===== config.mk =====
export PLATFORM = sky130hd
export DESIGN_NAME = video_scan_gen_flat
export DESIGN_NICKNAME = d
export VERILOG_FILES = /design/src/rtl/video_timing_pkg.sv /design/src/rtl/video_scan_gen_if.sv /design/src/rtl/video_scan_gen_scan_counter.sv /design/src/rtl/video_scan_gen.sv /design/src/flat_wrapper.sv
export SDC_FILE = /design/constraint.sdc
export NUM_CORES = 1
export LEC_CHECK = 0
export ABC_AREA = 1
export BUFFER_PORTS_ARGS = -buffer_cell sky130_fd_sc_hd__buf_2
export CORE_UTILIZATION = 62
export DETAILED_ROUTE_END_ITERATION = 10
export PLACE_DENSITY = 0.81
export SLEW_MARGIN = 40
export SYNTH_ARGS = -nofsm -noshare
export SYNTH_HDL_FRONTEND = slang
export SYNTH_SLANG_ARGS = --single-unit

===== constraint.sdc =====
create_clock -name pixel_clock -period 4.7 [get_ports pixel_clock]
set_input_delay 0.235 -clock pixel_clock [delete_from_list [all_inputs] [get_ports pixel_clock]]
set_output_delay 0.235 -clock pixel_clock [all_outputs]
set_load 0.1 [all_outputs]

===== src/rtl/video_timing_pkg.sv =====
// Shared raster timing defaults, window bounds and text cell geometry
// for the video scan generator.
package video_timing_pkg;

  localparam int H_ACTIVE_D   = 800;
  localparam int H_FP_D       = 40;
  localparam int H_SYNC_D     = 128;
  localparam int H_BP_D       = 88;
  localparam int V_ACTIVE_D   = 600;
  localparam int V_FP_D       = 1;
  localparam int V_SYNC_D     = 4;
  localparam int V_BP_D       = 23;
  localparam int SYNC_DELAY_D = 2;

  localparam int WIN_V_START   = 108;
  localparam int WIN_V_END     = 491;
  localparam int WIN_G_H_START = 68;
  localparam int WIN_G_H_END   = 731;
  localparam int WIN_T_H_START = 144;
  localparam int WIN_T_H_END   = 655;

  localparam int CELL_W    = 16;
  localparam int CELL_H    = 24;
  localparam int TEXT_COLS = 32;
  localparam int TEXT_ROWS = 16;

  localparam int LINE_A84_STEP = 84;

  typedef enum logic {
    MODE_TEXT  = 1'b0,
    MODE_GRAPH = 1'b1
  } win_mode_e;

  function automatic logic in_range(
    input logic [31:0] x,
    input int          lo,
    input int          hi
  );
    return (x >= 32'(lo)) && (x <= 32'(hi));
  endfunction

endpackage


===== src/rtl/video_scan_gen_if.sv =====
// Scan generator bundle: mode select in, timing and
// window indices out.
interface video_scan_gen_if;

  logic        ag;
  logic        hsync;
  logic        vsync;
  logic        show_border;
  logic        video_on;
  logic        frame_start;
  logic [6:0]  char_column;
  logic [6:0]  char_line;
  logic [3:0]  subchar_pixel;
  logic [4:0]  subchar_line;
  logic [9:0]  graph_pixel;
  logic [9:0]  graph_line_2x;
  logic [9:0]  graph_line_3x;
  logic [13:0] graph_line_a84;

  modport master (
    input  ag,
    output hsync, vsync, show_border, video_on,
    output frame_start, char_column, char_line,
    output subchar_pixel, subchar_line, graph_pixel,
    output graph_line_2x, graph_line_3x, graph_line_a84
  );

  modport slave (
    output ag,
    input  hsync, vsync, show_border, video_on,
    input  frame_start, char_column, char_line,
    input  subchar_pixel, subchar_line, graph_pixel,
    input  graph_line_2x, graph_line_3x, graph_line_a84
  );

endinterface


===== src/rtl/video_scan_gen_scan_counter.sv =====
// Wrap counter 0..MAX with enable and a terminal-count flag
// that is high while the count sits at MAX.
module scan_counter #(
  parameter int MAX = 1055,
  parameter int W   = $clog2(MAX + 1)
) (
  input  logic         clk,
  input  logic         rst,
  input  logic         i_en,
  output logic [W-1:0] o_cnt,
  output logic         o_tc
);

  logic [W-1:0] r_cnt;
  logic         w_at_max;

  assign w_at_max = (r_cnt == W'(MAX));

  always_ff @(posedge clk) begin
    if (rst) begin
      r_cnt <= '0;
    end else if (i_en) begin
      r_cnt <= w_at_max ? '0 : r_cnt + W'(1);
    end
  end

  assign o_cnt = r_cnt;
  assign o_tc  = w_at_max;

endmodule


===== src/rtl/video_scan_gen.sv =====
// Raster scan generator: h/v counters, delayed syncs and text or
// graphics window indices, all registered one clock behind h/v.
module video_scan_gen
  import video_timing_pkg::*;
#(
  parameter int H_ACTIVE   = H_ACTIVE_D,
  parameter int H_FP       = H_FP_D,
  parameter int H_SYNC     = H_SYNC_D,
  parameter int H_BP       = H_BP_D,
  parameter int V_ACTIVE   = V_ACTIVE_D,
  parameter int V_FP       = V_FP_D,
  parameter int V_SYNC     = V_SYNC_D,
  parameter int V_BP       = V_BP_D,
  parameter int SYNC_DELAY = SYNC_DELAY_D
) (
  input  logic             pixel_clock,
  input  logic             reset,
  video_scan_gen_if.master vif
);

  localparam int H_TOTAL  = H_ACTIVE + H_FP + H_SYNC + H_BP;
  localparam int V_TOTAL  = V_ACTIVE + V_FP + V_SYNC + V_BP;
  localparam int HW       = $clog2(H_TOTAL);
  localparam int VW       = $clog2(V_TOTAL);
  localparam int HS_START = H_ACTIVE + H_FP;
  localparam int VS_START = V_ACTIVE + V_FP;

  logic [HW-1:0] w_h;
  logic [VW-1:0] w_v;
  logic          w_h_tc;
  logic          w_v_tc;

  scan_counter #(.MAX(H_TOTAL - 1), .W(HW)) u_h_cnt (
    .clk  (pixel_clock),
    .rst  (reset),
    .i_en (1'b1),
    .o_cnt(w_h),
    .o_tc (w_h_tc)
  );

  scan_counter #(.MAX(V_TOTAL - 1), .W(VW)) u_v_cnt (
    .clk  (pixel_clock),
    .rst  (reset),
    .i_en (w_h_tc),
    .o_cnt(w_v),
    .o_tc (w_v_tc)
  );

  logic [31:0] w_hx, w_vx, w_hs, w_he;
  logic        w_in_v, w_win, w_active, w_text;
  logic        w_hs_raw, w_vs_raw;
  logic [9:0]  w_gp;
  win_mode_e   r_mode;

  assign w_hx = 32'(w_h);
  assign w_vx = 32'(w_v);

  assign w_hs = (r_mode == MODE_GRAPH) ?
                32'(WIN_G_H_START) : 32'(WIN_T_H_START);
  assign w_he = (r_mode == MODE_GRAPH) ?
                32'(WIN_G_H_END) : 32'(WIN_T_H_END);

  assign w_in_v   = in_range(w_vx, WIN_V_START, WIN_V_END);
  assign w_win    = w_in_v && in_range(w_hx, w_hs, w_he);
  assign w_active = (w_hx < 32'(H_ACTIVE)) && (w_vx < 32'(V_ACTIVE));
  assign w_text   = w_win && (r_mode == MODE_TEXT);
  assign w_gp     = 10'(w_hx - w_hs);

  assign w_hs_raw = in_range(w_hx, HS_START, HS_START + H_SYNC - 1);
  assign w_vs_raw = in_range(w_vx, VS_START, VS_START + V_SYNC - 1);

  // Mode is sampled only at line end so a mid-line change waits a line.
  always_ff @(posedge pixel_clock) begin
    if (reset || w_h_tc) begin
      r_mode <= win_mode_e'(vif.ag);
    end
  end

  logic [9:0]  r_l2x, r_l3x;
  logic [1:0]  r_m3;
  logic [13:0] r_a84;
  logic [4:0]  r_sl;
  logic [3:0]  r_cl;
  logic        w_top;

  assign w_top = w_h_tc && (w_v_tc || w_vx == 32'(WIN_V_START - 1));

  always_ff @(posedge pixel_clock) begin
    if (reset || w_top) begin
      r_l2x <= '0;
      r_l3x <= '0;
      r_m3  <= '0;
      r_a84 <= '0;
      r_sl  <= '0;
      r_cl  <= '0;
    end else if (w_h_tc && w_in_v) begin
      r_l2x <= r_l2x + 10'd1;
      if (r_m3 == 2'd2) begin
        r_m3  <= '0;
        r_l3x <= r_l3x + 10'd1;
      end else begin
        r_m3 <= r_m3 + 2'd1;
      end
      if (r_l2x[0]) begin
        r_a84 <= r_a84 + 14'(LINE_A84_STEP);
      end
      if (r_sl == 5'(CELL_H - 1)) begin
        r_sl <= '0;
        r_cl <= r_cl + 4'd1;
      end else begin
        r_sl <= r_sl + 5'd1;
      end
    end
  end

  logic [SYNC_DELAY-1:0] r_hs_sr, r_vs_sr;

  always_ff @(posedge pixel_clock) begin
    if (reset) begin
      r_hs_sr <= '0;
      r_vs_sr <= '0;
    end else begin
      r_hs_sr[0] <= w_hs_raw;
      r_vs_sr[0] <= w_vs_raw;
      for (int i = 1; i < SYNC_DELAY; i++) begin
        r_hs_sr[i] <= r_hs_sr[i-1];
        r_vs_sr[i] <= r_vs_sr[i-1];
      end
    end
  end

  logic        r_bd, r_von, r_fs;
  logic [9:0]  r_gp, r_o2x, r_o3x;
  logic [13:0] r_oa84;
  logic [3:0]  r_sp;
  logic [4:0]  r_osl;
  logic [6:0]  r_cc, r_ocl;

  always_ff @(posedge pixel_clock) begin
    if (reset) begin
      r_bd   <= 1'b1;
      r_von  <= 1'b0;
      r_fs   <= 1'b0;
      r_gp   <= '0;
      r_o2x  <= '0;
      r_o3x  <= '0;
      r_oa84 <= '0;
      r_sp   <= '0;
      r_osl  <= '0;
      r_cc   <= '0;
      r_ocl  <= '0;
    end else begin
      r_bd   <= !(w_win && w_active);
      r_von  <= w_active;
      r_fs   <= (w_h == '0) && (w_v == '0);
      r_gp   <= w_win ? w_gp : '0;
      r_o2x  <= w_win ? r_l2x : '0;
      r_o3x  <= w_win ? r_l3x : '0;
      r_oa84 <= w_win ? r_a84 : '0;
      r_sp   <= w_text ? w_gp[3:0] : '0;
      r_cc   <= w_text ? {2'b00, w_gp[8:4]} : '0;
      r_osl  <= w_text ? r_sl : '0;
      r_ocl  <= w_text ? {3'b000, r_cl} : '0;
    end
  end

  assign vif.hsync          = r_hs_sr[SYNC_DELAY-1];
  assign vif.vsync          = r_vs_sr[SYNC_DELAY-1];
  assign vif.show_border    = r_bd;
  assign vif.video_on       = r_von;
  assign vif.frame_start    = r_fs;
  assign vif.graph_pixel    = r_gp;
  assign vif.graph_line_2x  = r_o2x;
  assign vif.graph_line_3x  = r_o3x;
  assign vif.graph_line_a84 = r_oa84;
  assign vif.subchar_pixel  = r_sp;
  assign vif.char_column    = r_cc;
  assign vif.subchar_line   = r_osl;
  assign vif.char_line      = r_ocl;

endmodule


===== src/flat_wrapper.sv =====
// flat-port wrapper written by rule: the top's interface ports become plain ports
module video_scan_gen_flat import video_timing_pkg::*;
#(
  parameter int H_ACTIVE   = H_ACTIVE_D,
  parameter int H_FP       = H_FP_D,
  parameter int H_SYNC     = H_SYNC_D,
  parameter int H_BP       = H_BP_D,
  parameter int V_ACTIVE   = V_ACTIVE_D,
  parameter int V_FP       = V_FP_D,
  parameter int V_SYNC     = V_SYNC_D,
  parameter int V_BP       = V_BP_D,
  parameter int SYNC_DELAY = SYNC_DELAY_D
)
  (pixel_clock, reset, vif_ag, vif_hsync, vif_vsync, vif_show_border, vif_video_on, vif_frame_start, vif_char_column, vif_char_line, vif_subchar_pixel, vif_subchar_line, vif_graph_pixel, vif_graph_line_2x, vif_graph_line_3x, vif_graph_line_a84);
  video_scan_gen_if vif_i ();
  input  logic pixel_clock;
  input  logic reset;
  input wire logic [$bits(vif_i.ag)-1:0] vif_ag;
  output wire logic [$bits(vif_i.hsync)-1:0] vif_hsync;
  output wire logic [$bits(vif_i.vsync)-1:0] vif_vsync;
  output wire logic [$bits(vif_i.show_border)-1:0] vif_show_border;
  output wire logic [$bits(vif_i.video_on)-1:0] vif_video_on;
  output wire logic [$bits(vif_i.frame_start)-1:0] vif_frame_start;
  output wire logic [$bits(vif_i.char_column)-1:0] vif_char_column;
  output wire logic [$bits(vif_i.char_line)-1:0] vif_char_line;
  output wire logic [$bits(vif_i.subchar_pixel)-1:0] vif_subchar_pixel;
  output wire logic [$bits(vif_i.subchar_line)-1:0] vif_subchar_line;
  output wire logic [$bits(vif_i.graph_pixel)-1:0] vif_graph_pixel;
  output wire logic [$bits(vif_i.graph_line_2x)-1:0] vif_graph_line_2x;
  output wire logic [$bits(vif_i.graph_line_3x)-1:0] vif_graph_line_3x;
  output wire logic [$bits(vif_i.graph_line_a84)-1:0] vif_graph_line_a84;
  assign vif_i.ag = vif_ag;
  assign vif_hsync = vif_i.hsync;
  assign vif_vsync = vif_i.vsync;
  assign vif_show_border = vif_i.show_border;
  assign vif_video_on = vif_i.video_on;
  assign vif_frame_start = vif_i.frame_start;
  assign vif_char_column = vif_i.char_column;
  assign vif_char_line = vif_i.char_line;
  assign vif_subchar_pixel = vif_i.subchar_pixel;
  assign vif_subchar_line = vif_i.subchar_line;
  assign vif_graph_pixel = vif_i.graph_pixel;
  assign vif_graph_line_2x = vif_i.graph_line_2x;
  assign vif_graph_line_3x = vif_i.graph_line_3x;
  assign vif_graph_line_a84 = vif_i.graph_line_a84;
  video_scan_gen #(.H_ACTIVE(H_ACTIVE), .H_FP(H_FP), .H_SYNC(H_SYNC), .H_BP(H_BP), .V_ACTIVE(V_ACTIVE), .V_FP(V_FP), .V_SYNC(V_SYNC), .V_BP(V_BP), .SYNC_DELAY(SYNC_DELAY)) u_core (.pixel_clock(pixel_clock), .reset(reset), .vif(vif_i));
endmodule

# --- Yosys cells after proc, flatten, opt, wreduce, memory -nomap -nowiden ---
# Index checks and enable logic that the tools add are counted.
totals:
  latchBits: 0
  elab_cells: 79
  regBits: 141
  mem_bits_ro: 0
  n_memories: 0
  ram_bits: 0
  inputBits: 3
  out_inout_bits: 72
op_classes:
  n_addsub: 9
  n_lt_le_gt_ge: 10
  n_bitwise: 3
  div: 0
  n_eq_ne: 5
  n_reduce_logical: 23
  muxes: 5
  mul: 0
  n_shift: 0
ops:
  columns: ["cell", "count"]
  rows:
  - ["$add A10 B1 Y10 const B", 3]
  - ["$add A14 B7 Y14 const B", 1]
  - ["$add A11 B1 Y11 const B", 1]
  - ["$eq A11 B11 Y1 const B", 1]
  - ["$ge A11 B10 Y1 const B", 1]
  - ["$ge A11 B8 Y1", 1]
  - ["$le A11 B10 Y1", 1]
  - ["$le A11 B10 Y1 const B", 1]
  - ["$logic_and A1 B1 Y1", 11]
  - ["$logic_not A11 Y1", 1]
  - ["$lt A11 B10 Y1 const B", 1]
  - ["$eq A10 B10 Y1 const B", 1]
  - ["$eq A10 B7 Y1 const B", 1]
  - ["$ge A10 B10 Y1 const B", 1]
  - ["$ge A10 B7 Y1 const B", 1]
  - ["$le A10 B10 Y1 const B", 1]
  - ["$le A10 B9 Y1 const B", 1]
  - ["$logic_not A10 Y1", 1]
  - ["$lt A10 B10 Y1 const B", 1]
  - ["$mux W10", 1]
  - ["$sub A10 B10 Y10", 1]
  - ["$mux W8", 1]
  - ["$mux W7", 1]
  - ["$reduce_and A2 Y1", 3]
  - ["other kinds (11)", 17]

# --- Depth between registers and ports, before layout ---
# Gate-level depths: netlist of the first run.
logic_depth:
  ltp_word: 7
  ltp_mapped: 14

# --- Hierarchy ---
# From an unflattened synthesis of the first run, not the netlist that was laid out.
unflattened:
  cells_unflattened: 774
  hier_area_um2: 5869.4
by_module_without_submodules:
  columns: ["mod", "cells_each", "seq_area_each_um2", "n_inst", "area_per_inst_um2"]
  rows:
  - ["video_scan_gen", 614, 2232.1, 1, 4780.8]
  - ["scan_counter (u_core.u_h_cnt)", 88, 220.2, 1, 580.6]
  - ["scan_counter (u_core.u_v_cnt)", 72, 200.2, 1, 508.0]

# --- Least setup slack after synthesis of the first run ---
# OpenSTA, ideal clock, no wires.
synth_timing:
  path_kind: "register to register"
  startpoint: "register u_core.r_mode"
  endpoint: "register u_core.r_cc[4], in the netlist u_core.vif.char_column[4]"
  period_less_slack_ns: 2.379
  setup_time_ns: 0.132
  path_slack_ns: 2.321
  path_stages_with_launch: 14
  required_time_ns: 4.568
  arrival_ns: 2.247
  path_cell_list: "edfxtp_1 > clkbuf_1 > clkbuf_1 > inv_1 > ha_1 > nand2_1 > nand2_1 > nand2_1 > nand2_1 > a21oi_1 > nand2_1 > nand4_2 > buf_2 > nor3_1"
synth_between:
  elab_chain_len: 7
  elab_cells_between_ends: 11
  cone_classes: "add/sub (1); order compare (2); mux (2); bitwise (2); reduce/logical (4)"
synth_rtl:
  columns: ["item", "line_no", "text"]
  rows:
  - ["from (decl)", "video_scan_gen.sv:53", "win_mode_e r_mode;"]
  - ["from (signal assigned)", "video_scan_gen.sv:75", "r_mode <= win_mode_e'(vif.ag);"]
  - ["$mux W8 or $mux W7 (tied branches)", "video_scan_gen.sv:58, video_scan_gen.sv:60", null]
  - ["$ge A11 B8 Y1 or $le A11 B10 Y1 (tied branches)", "video_timing_pkg.sv:39", "return (x >= 32'(lo)) && (x <= 32'(hi));"]
  - ["$logic_and A1 B1 Y1", "video_timing_pkg.sv:39", null]
  - ["$logic_and A1 B1 Y1", "video_scan_gen.sv:64", "assign w_win = w_in_v && in_range(w_hx, w_hs, w_he);"]
  - ["$logic_and A1 B1 Y1", "video_scan_gen.sv:66", "assign w_text = w_win && (r_mode == MODE_TEXT);"]
  - ["$not A1 Y1 (no source line)", null, null]
  - ["$reduce_or A2 Y1 (no source line)", null, null]
  - ["to (signal assigned)", "video_scan_gen.sv:161", "r_cc <= w_text ? {2'b00, w_gp[8:4]} : '0;"]
  - ["to (decl)", "video_scan_gen.sv:137", "logic [6:0] r_cc, r_ocl;"]
# Several ways; a longest one is shown, not always the timed one.
# A chain may end at the register's enable or synchronous reset.

# --- Worst setup path after layout of the first run ---
layout_timing:
  startpoint: "register u_core.r_mode"
  endpoint: "register u_core.r_osl[0], in the netlist u_core.vif.subchar_line[0]"
layout_between:
  elab_chain_len: 7
  elab_cells_between_ends: 10
  cone_classes: "order compare (2); mux (2); bitwise (2); reduce/logical (4)"
layout_rtl:
  columns: ["item", "line_no", "text"]
  rows:
  - ["$mux W8 or $mux W7 (tied branches)", "video_scan_gen.sv:58, video_scan_gen.sv:60", null]
  - ["$ge A11 B8 Y1 or $le A11 B10 Y1 (tied branches)", "video_timing_pkg.sv:39", null]
  - ["$logic_and A1 B1 Y1", "video_timing_pkg.sv:39", null]
  - ["$logic_and A1 B1 Y1", "video_scan_gen.sv:64", null]
  - ["$logic_and A1 B1 Y1 *", "video_scan_gen.sv:66", null]
  - ["$not A1 Y1 (no source line) *", null, null]
  - ["$reduce_or A2 Y1 (no source line) *", null, null]
  - ["to (signal assigned)", "video_scan_gen.sv:162", "r_osl <= w_text ? r_sl : '0;"]
  - ["to (decl)", "video_scan_gen.sv:136", "logic [4:0] r_osl;"]
# Mark *: on every way between the ends. The rest lies on a longest branch, timed or not.

==> results.sh, run 1 <==
export IMPL_status="finished clean"
export IMPL_power_switching_uw=574
export IMPL_fin_crit_sh_pct=62.2
export IMPL_post_route_drc_count=0
export IMPL_setup_viol=0
export IMPL_synth_fa_ha_area_share_pct=3.67
export IMPL_post_synth_top_area_fraction_pct=45.2
export IMPL_p_leak_uw=0.00300
export IMPL_p_per_area_mw_per_mm2=389
export IMPL_cts_max_level=4
export IMPL_synthArstFlopShare_pct=0
export IMPL_comb_power_share_pct=3.4
export IMPL_syn_avg_cell_area_um2=7.56
export IMPL_drt_first_pass_iters=5
export IMPL_dp_hpwl_mm=8.29
export IMPL_required_ns=5.07
export IMPL_rows=34
export IMPL_yosysWarnings=0
export IMPL_grt_total_usage_pct=27.4
export IMPL_grt_setup_unrepaired="false"
export IMPL_whs_endpoint="u_core.r_vs_sr[1]"
export IMPL_fin_nets=853
export IMPL_synth_top_family_by_area="simple AND/OR/NAND/NOR gates"
export IMPL_grt_max_degree=57
export IMPL_swShare_pct=21.8
export IMPL_worstRegToRegCells=10
export IMPL_cts_tree="yes"
export IMPL_fmax_ghz=0.342
export IMPL_peakVddDrop_v=0.000256
export IMPL_num_antenna_cells=0
export IMPL_p_clk_share_pct=53.5
export IMPL_first_iter_violations=213
export IMPL_critPathCaptureType="flip-flop"
export IMPL_hp_start="reset"
export IMPL_clk_pin_slew_worst_paths_ns=0.07
export IMPL_fin_setup_tns_ns=0
export IMPL_rr_endpoint="u_core.vif.subchar_line[0]"
export IMPL_die_area_mm2=0.00974
export IMPL_synthTopCellsByArea="dfxtp_1, nand2_1, inv_1"
export IMPL_seqPwrFrac_pct=43.1
export IMPL_layout_area_seq_mm2=0.00265
export IMPL_antenna_found_initial=0
export IMPL_crit_chain="inv_1 > ha_1 > inv_1 > nand2_1 > nand2_1 > a21oi_1 > nand2_1 > nand4_2 > buf_4 > nor3_1"
export IMPL_skew_ns=0.0113
export IMPL_yosysTopAreaCell="dfxtp_1"
export IMPL_area_delta_synth_final_pct=16.6
export IMPL_post_drt_wl_per_cell_um=13.3
export IMPL_finalPower_uw=2630
export IMPL_synth_simple_gate_area_share_pct=29.1
export IMPL_die_height_um=98.7
export IMPL_cp_arrival_ns=3.30
export IMPL_reg2reg_slack_ns=1.78
export IMPL_layout_drive_gt1_share_pct=14.3
export IMPL_synth_ff_type="dfxtp_1"
export IMPL_via_per_inst=5.35
export IMPL_grt_pass1_vias=4803
export IMPL_crit_type="reg2reg"
export IMPL_drt_wl_total_mm=12.7
export IMPL_drv_cap=0
export IMPL_synth_area_mm2=0.00580
export IMPL_grt_first_pass_wirelength_mm=21.4
export IMPL_start_util_pct=65.2
export IMPL_dpl_cell_count=921
export IMPL_die_x_um=98.7
export IMPL_hold_path_class="in2reg"
export IMPL_internal_power_uw=2060
export IMPL_final_max_slew_viol_count=0
export IMPL_multiInputGateArea_mm2=0.00259
export IMPL_rr_startpoint="u_core.r_mode"
export IMPL_layout_min_cycle_time_ns=2.92
export IMPL_clock_sinks=132
export IMPL_synth_xor_xnor_area_share_pct=4.38
export IMPL_seq_area_frac_synth_pct=45.7
export IMPL_worstSkewPairLatency_ns=0.52
export IMPL_ant_nets=0
export IMPL_cts_buffer_depth=2
export IMPL_critPathMaxStageDelay_ns=0.85
export IMPL_cts_root_buf="clkbuf_8"
export IMPL_place_congestion=0.949
export IMPL_relSlewSlack_pct=47.5
export IMPL_grt_remaining_overflow=0
export IMPL_cts_buffers=17
export IMPL_slowest_stage="edfxtp_1"
export IMPL_synth_edf_count=1
export IMPL_core_area_mm2=0.00889
export IMPL_portBuffers=67
export IMPL_ys_ff_latch=132
export IMPL_vias=5096
export IMPL_final_hold_viol_count=0
export IMPL_critPathMostFrequentCell="nand2_1"
export IMPL_path_max_fanout=56
export IMPL_synth_compound_area_share_pct=7.06
export IMPL_ys_types=42
export IMPL_synth_mux_area_share_pct=0
export IMPL_syn_instance_count=767
export IMPL_worst_pin_slew_ns=0.785
export IMPL_crit_path_start_kind="flip-flop"
export IMPL_whs_path_depth=2
export IMPL_n_fill_cell=672
export IMPL_stdcell_count=953
export IMPL_ios=75
[per-layer routing]
layer  track usage, %  wire length [um]  vias up
li1                 -                 -     2546
met1             32.7              5280     2357
met2             47.8              6530      166
met3             6.45               685       27
met4             10.7               212        0
met5                0                 0        -
[final cells by class]
class / count / area share (%)
Multi-Input combinational cell: 507 / 38.3
Timing Repair Buffer: 69 / 5.22
Clock inverter: 13 / 3.09
Clock buffer: 18 / 6.18
Sequential cell: 132 / 39.2
Tap cell: 108 / 2.00
Inverter: 106 / 5.92
[state kept, by name (all words and copies together) (netlist names), 10 cells and up]
signal	flops
u_core.vif.graph_line_a84	12
u_core.u_v_cnt.o_cnt	10
u_core.u_h_cnt.o_cnt	11
u_core.r_l3x	10
u_core.vif.graph_pixel	10
u_core.vif.graph_line_2x	10
u_core.vif.graph_line_3x	10
u_core.r_l2x	10
u_core.r_a84	12
[cell usage in the layout, fill, tap and decap left out, types with 3 or more instances in the layout]
cell / n
a21oi_1: 57
buf_2: 67
bufinv_16: 5
clkbuf_16: 16
clkinvlp_4: 3
conb_1: 7
dfxtp_1: 131
ha_1: 17
inv_1: 100
inv_2: 3
nand2_1: 158
nand2_2: 5
nand3_1: 47
nand4_1: 13
nor2_1: 100
nor2_8: 3
nor3_1: 35
nor4_1: 4
o21ai_0: 13
xnor2_1: 3
xor2_1: 26
[critical path: cells and delay by family, from the launching register on]
family / cells / cell delay (ns)
flops: 1 / 0.85
buf+inv: 3 / 0.71
simple gates: 5 / 0.53
fa+ha+maj: 1 / 0.39
compound gates: 1 / 0.21
[power by group through the flow]
stage / Sequential (uW) / Clock, uW / Combinational [uW]
final: 1130 / 1410 / 89.9
after global routing: 1130 / 1470 / 96.9
after CTS: 1130 / 1410 / 89.5
after detailed placement: 1160 / 0 / 87.7
after global placement: 1160 / 0 / 87.2
after floorplan: 1160 / 0 / 73.1
[worst max path at each step]
stage / start / endpoint
after floorplan: u_core.r_mode / u_core.vif.char_column[4]
after global routing: u_core.r_mode / u_core.vif.subchar_line[3]
after detailed placement: u_core.r_mode / u_core.vif.subchar_line[1]
after CTS: u_core.r_mode / u_core.vif.graph_pixel[5]
after global placement: u_core.r_mode / u_core.vif.graph_line_a84[11]
final: u_core.r_mode / u_core.vif.subchar_line[0]
[logic make-up after synthesis]
| group | Yosys count |
|---|---|
| AO/OA/AOI/OAI | 78 |
| XOR/XNOR | 29 |
| adder cells (fa/ha/maj) | 17 |
| buffers and inverters | 134 |
| flip-flops | 132 |
| other | 1 |
| AND/OR/NAND/NOR | 376 |
[cell usage after synthesis (2+ instances only)]
library cell,number
clkbuf_1,3
xnor2_1,3
nand2_2,5
buf_4,7
buf_6,2
nand3_1,47
o21ai_0,13
nor2_1,100
nor3b_1,2
clkinv_1,2
xor2_1,26
buf_2,15
dfxtp_1,131
nand2_1,158
ha_1,17
inv_2,3
nor3_1,35
nor2_8,3
inv_1,100
a21oi_1,57
nor2_2,2
nor4_1,4
nand4_1,13
[through the flow]
step	utilization, %	hold WS, ns	setup WS (ns)	instance area, um2
after floorplan	-	0.334	2.32	5820
after global placement	68.9	0.394	1.96	6120
after detailed placement	68.9	0.398	1.85	6120
after CTS	76.0	0.0136	1.79	6760
after global routing	76.0	0.0274	1.50	6760
final	76.0	0.0223	1.78	6760
[timing repair]
action                                 CTS  global route
setup buffers                            0             0
endpoints found under the hold margin    1             0
setup endpoints to repair                0             0
hold buffers                             1             0
resized for setup                        0             0
(Power assumes the default switching activity.)
==> run 2: changes to the inputs <==
- ABC_AREA: 1 -> 0
- CORE_UTILIZATION: 62 -> 57
- PLACE_DENSITY: 0.81 -> 0.75
- clock period: 4.7 -> 2.7 ns (I/O delays scaled with it)
==> run 2 against run 1 <==
Compared with the run above:
- sequential share of layout area grew 1.4 points
- clock skew shrank 0.0033 ns
- first-iteration DRC count shrank 28%
- critical path depth shrank 3
- global-route usage shrank 2.6 points
- setup slack lost 1.6 ns
- clock power grew 65%
==> results.sh, run 2 <==
export IMPL_whs_path_depth=2
export IMPL_post_drt_wl_per_cell_um=14.7
export IMPL_die_area_mm2=0.00984
export IMPL_yosysTopAreaCell="dfxtp_1"
export IMPL_clk_pin_slew_worst_paths_ns=0.06
export IMPL_p_leak_uw=0.00271
export IMPL_syn_instance_count=580
export IMPL_n_fill_cell=699
export IMPL_hold_path_class="in2reg"
export IMPL_final_max_slew_viol_count=0
export IMPL_cts_buffers=17
export IMPL_drv_cap=0
export IMPL_ys_ff_latch=132
export IMPL_ys_types=56
export IMPL_fin_nets=681
export IMPL_synth_most_common_cell="dfxtp_1"
export IMPL_first_iter_violations=153
export IMPL_mostFrequentLayoutCells="dfxtp_1, buf_2, nor2_1"
export IMPL_synth_ff_type="dfxtp_1"
export IMPL_worstRegToRegCells=7
export IMPL_core_area_mm2=0.00920
export IMPL_ios=75
export IMPL_multiInputGateArea_mm2=0.00253
export IMPL_die_x_um=99.2
export IMPL_reg2reg_slack_ns=0.17
export IMPL_synth_common_cells="dfxtp_1, nor2_1, a21oi_1"
export IMPL_grt_max_degree=42
export IMPL_skew_ns=0.00800
export IMPL_portBuffers=67
export IMPL_cp_arrival_ns=2.98
export IMPL_synth_area_mm2=0.00538
export IMPL_whs_endpoint="u_core.r_mode"
export IMPL_vias=4424
export IMPL_synthArstFlopShare_pct=0
export IMPL_fmax_ghz=0.395
export IMPL_seq_area_frac_synth_pct=49.3
export IMPL_post_route_drc_count=0
export IMPL_clock_sinks=132
export IMPL_final_util_pct=71.0
export IMPL_drt_first_pass_iters=7
export IMPL_final_common_cell="dfxtp_1"
export IMPL_p_per_area_mw_per_mm2=683
export IMPL_cts_root_buf="clkbuf_8"
export IMPL_hp_start="vif_ag"
export IMPL_die_height_um=99.2
export IMPL_ant_nets=0
export IMPL_dp_hpwl_mm=7.62
export IMPL_cts_tree="yes"
export IMPL_fin_crit_sh_pct=93.8
export IMPL_finalPower_uw=4450
export IMPL_relSlewSlack_pct=56.7
export IMPL_num_antenna_cells=0
export IMPL_rr_startpoint="u_core.r_mode"
export IMPL_grt_first_pass_wirelength_mm=19.3
export IMPL_drt_wl_total_mm=11.6
export IMPL_layout_min_cycle_time_ns=2.53
export IMPL_final_hold_viol_count=0
export IMPL_cts_max_level=4
export IMPL_start_util_pct=58.5
export IMPL_layout_area_seq_mm2=0.00265
export IMPL_area_delta_synth_final_pct=21.2
export IMPL_rr_endpoint="u_core.vif.char_line[1]"
export IMPL_synth_edf_count=1
export IMPL_setup_viol=0
export IMPL_place_congestion=0.962
export IMPL_cts_buffer_depth=2
export IMPL_grt_remaining_overflow=0
export IMPL_via_per_inst=5.64
export IMPL_grt_total_usage_pct=24.7
export IMPL_peakVddDrop_v=0.000540
export IMPL_worstSkewPairLatency_ns=0.52
export IMPL_yosysWarnings=0
export IMPL_layout_drive_gt1_share_pct=19.7
export IMPL_grt_setup_unrepaired="false"
export IMPL_syn_avg_cell_area_um2=9.28
export IMPL_status="finished clean"
export IMPL_critPathCaptureType="flip-flop"
export IMPL_path_max_fanout=41
export IMPL_crit_type="reg2reg"
export IMPL_grt_pass1_vias=4115
export IMPL_post_synth_top_area_fraction_pct=48.7
export IMPL_required_ns=3.15
export IMPL_fin_setup_tns_ns=0
export IMPL_crit_path_start_kind="flip-flop"
export IMPL_synthTopCellsByArea="dfxtp_1, and2_1, ha_1"
export IMPL_worst_pin_slew_ns=0.648
export IMPL_rows=35
export IMPL_antenna_found_initial=0
run 2: cell count changes in the layout (fill, tap and decap cells not counted), sizes merged, moves of 20 or more:
cell | previous run | this run
and2 | 0 | 36
nand2 | 163 | 38
nor2 | 106 | 50
buf | 68 | 88
inv | 105 | 15
nand3 | 49 | 20
nor3 | 36 | 16
run 2: power breakdown:
| part | switching [uW] | internal [uW] |
|---|---|---|
| registers | 7.69 | 1960 |
| logic | 121 | 39.3 |
| clock network | 844 | 1480 |
| total | 973 | 3480 |
run 2: routing by layer:
layer / routed length [um] / share of wire (%) / up-vias / global-route usage [%]
li1: - / - / 2198 / -
met1: 5360 / 46 / 2073 / 32.7
met2: 5410 / 47 / 136 / 39.2
met3: 590 / 5.1 / 17 / 5.83
met4: 195 / 1.7 / 0 / 10.2
met5: 0 / 0 / - / 0
run 2: how the worst max path moves through the flow:
stage	from	endpoint	slack (ns)
global route	u_core.r_mode	u_core.vif.char_line[1]	0.002
detailed placement	u_core.r_mode	u_core.vif.char_column[4]	0.15
CTS	u_core.r_mode	u_core.vif.char_column[0]	0.12
finish	u_core.r_mode	u_core.vif.char_line[1]	0.17
global placement	u_core.u_h_cnt.o_cnt[7]	u_core.r_cl[3]	0.23
floorplan	u_core.r_mode	u_core.vif.char_line[0]	0.009
run 2: what timing repair did:
action                                  4_1_cts  5_1_grt
endpoints found under the setup margin        0       58
setup buffers                                 0        3
gates resized for setup                       0        3
hold endpoints to repair                      7        0
hold buffers                                  2        0
run 2: cells by family (layout without fill, tap and decap cells):
group / Yosys count / in the layout / synth area share (%)
adder cells (fa/ha/maj): 17 / 17 / 3.95
flip-flops: 132 / 132 / 49.3
buffers and inverters: 48 / 136 / 4.44
AO/OA/AOI/OAI: 99 / 99 / 11.0
other: 1 / 7 / 0.0697
multiplexers: 1 / 1 / 0.186
AND/OR/NAND/NOR: 252 / 252 / 26.2
XOR/XNOR: 30 / 30 / 4.88
run 2: worst max-delay path, stage by stage, from the launching register on:
cell and delay [ns]:
edfxtp_1 0.45, buf_4 0.17, ha_1 0.33, nor4bb_2 0.36, a31oi_1 0.23, a2111oi_4 0.49, buf_12 0.23, and3_1 0.19
run 2: final cells by class:
| class | count | area share [%] |
|---|---|---|
| clock inverters | 11 | 2.30 |
| multi-input cells | 406 | 38.8 |
| well taps | 111 | 2.13 |
| repair buffers | 90 | 8.25 |
| clock buffers | 21 | 7.04 |
| flip-flops and latches | 132 | 40.7 |
| inverters | 14 | 0.844 |
run 2: stage by stage:
step	setup WS (ns)	cells	hold slack, ns	area (um2)
final	0.168	785	0.357	6530
after global routing	0.00211	785	0.353	6530
after CTS	0.119	782	0.350	6490
after detailed placement	0.154	748	0.347	5860
after global placement	0.230	748	0.349	5860
after floorplan	0.00932	586	0.234	5410
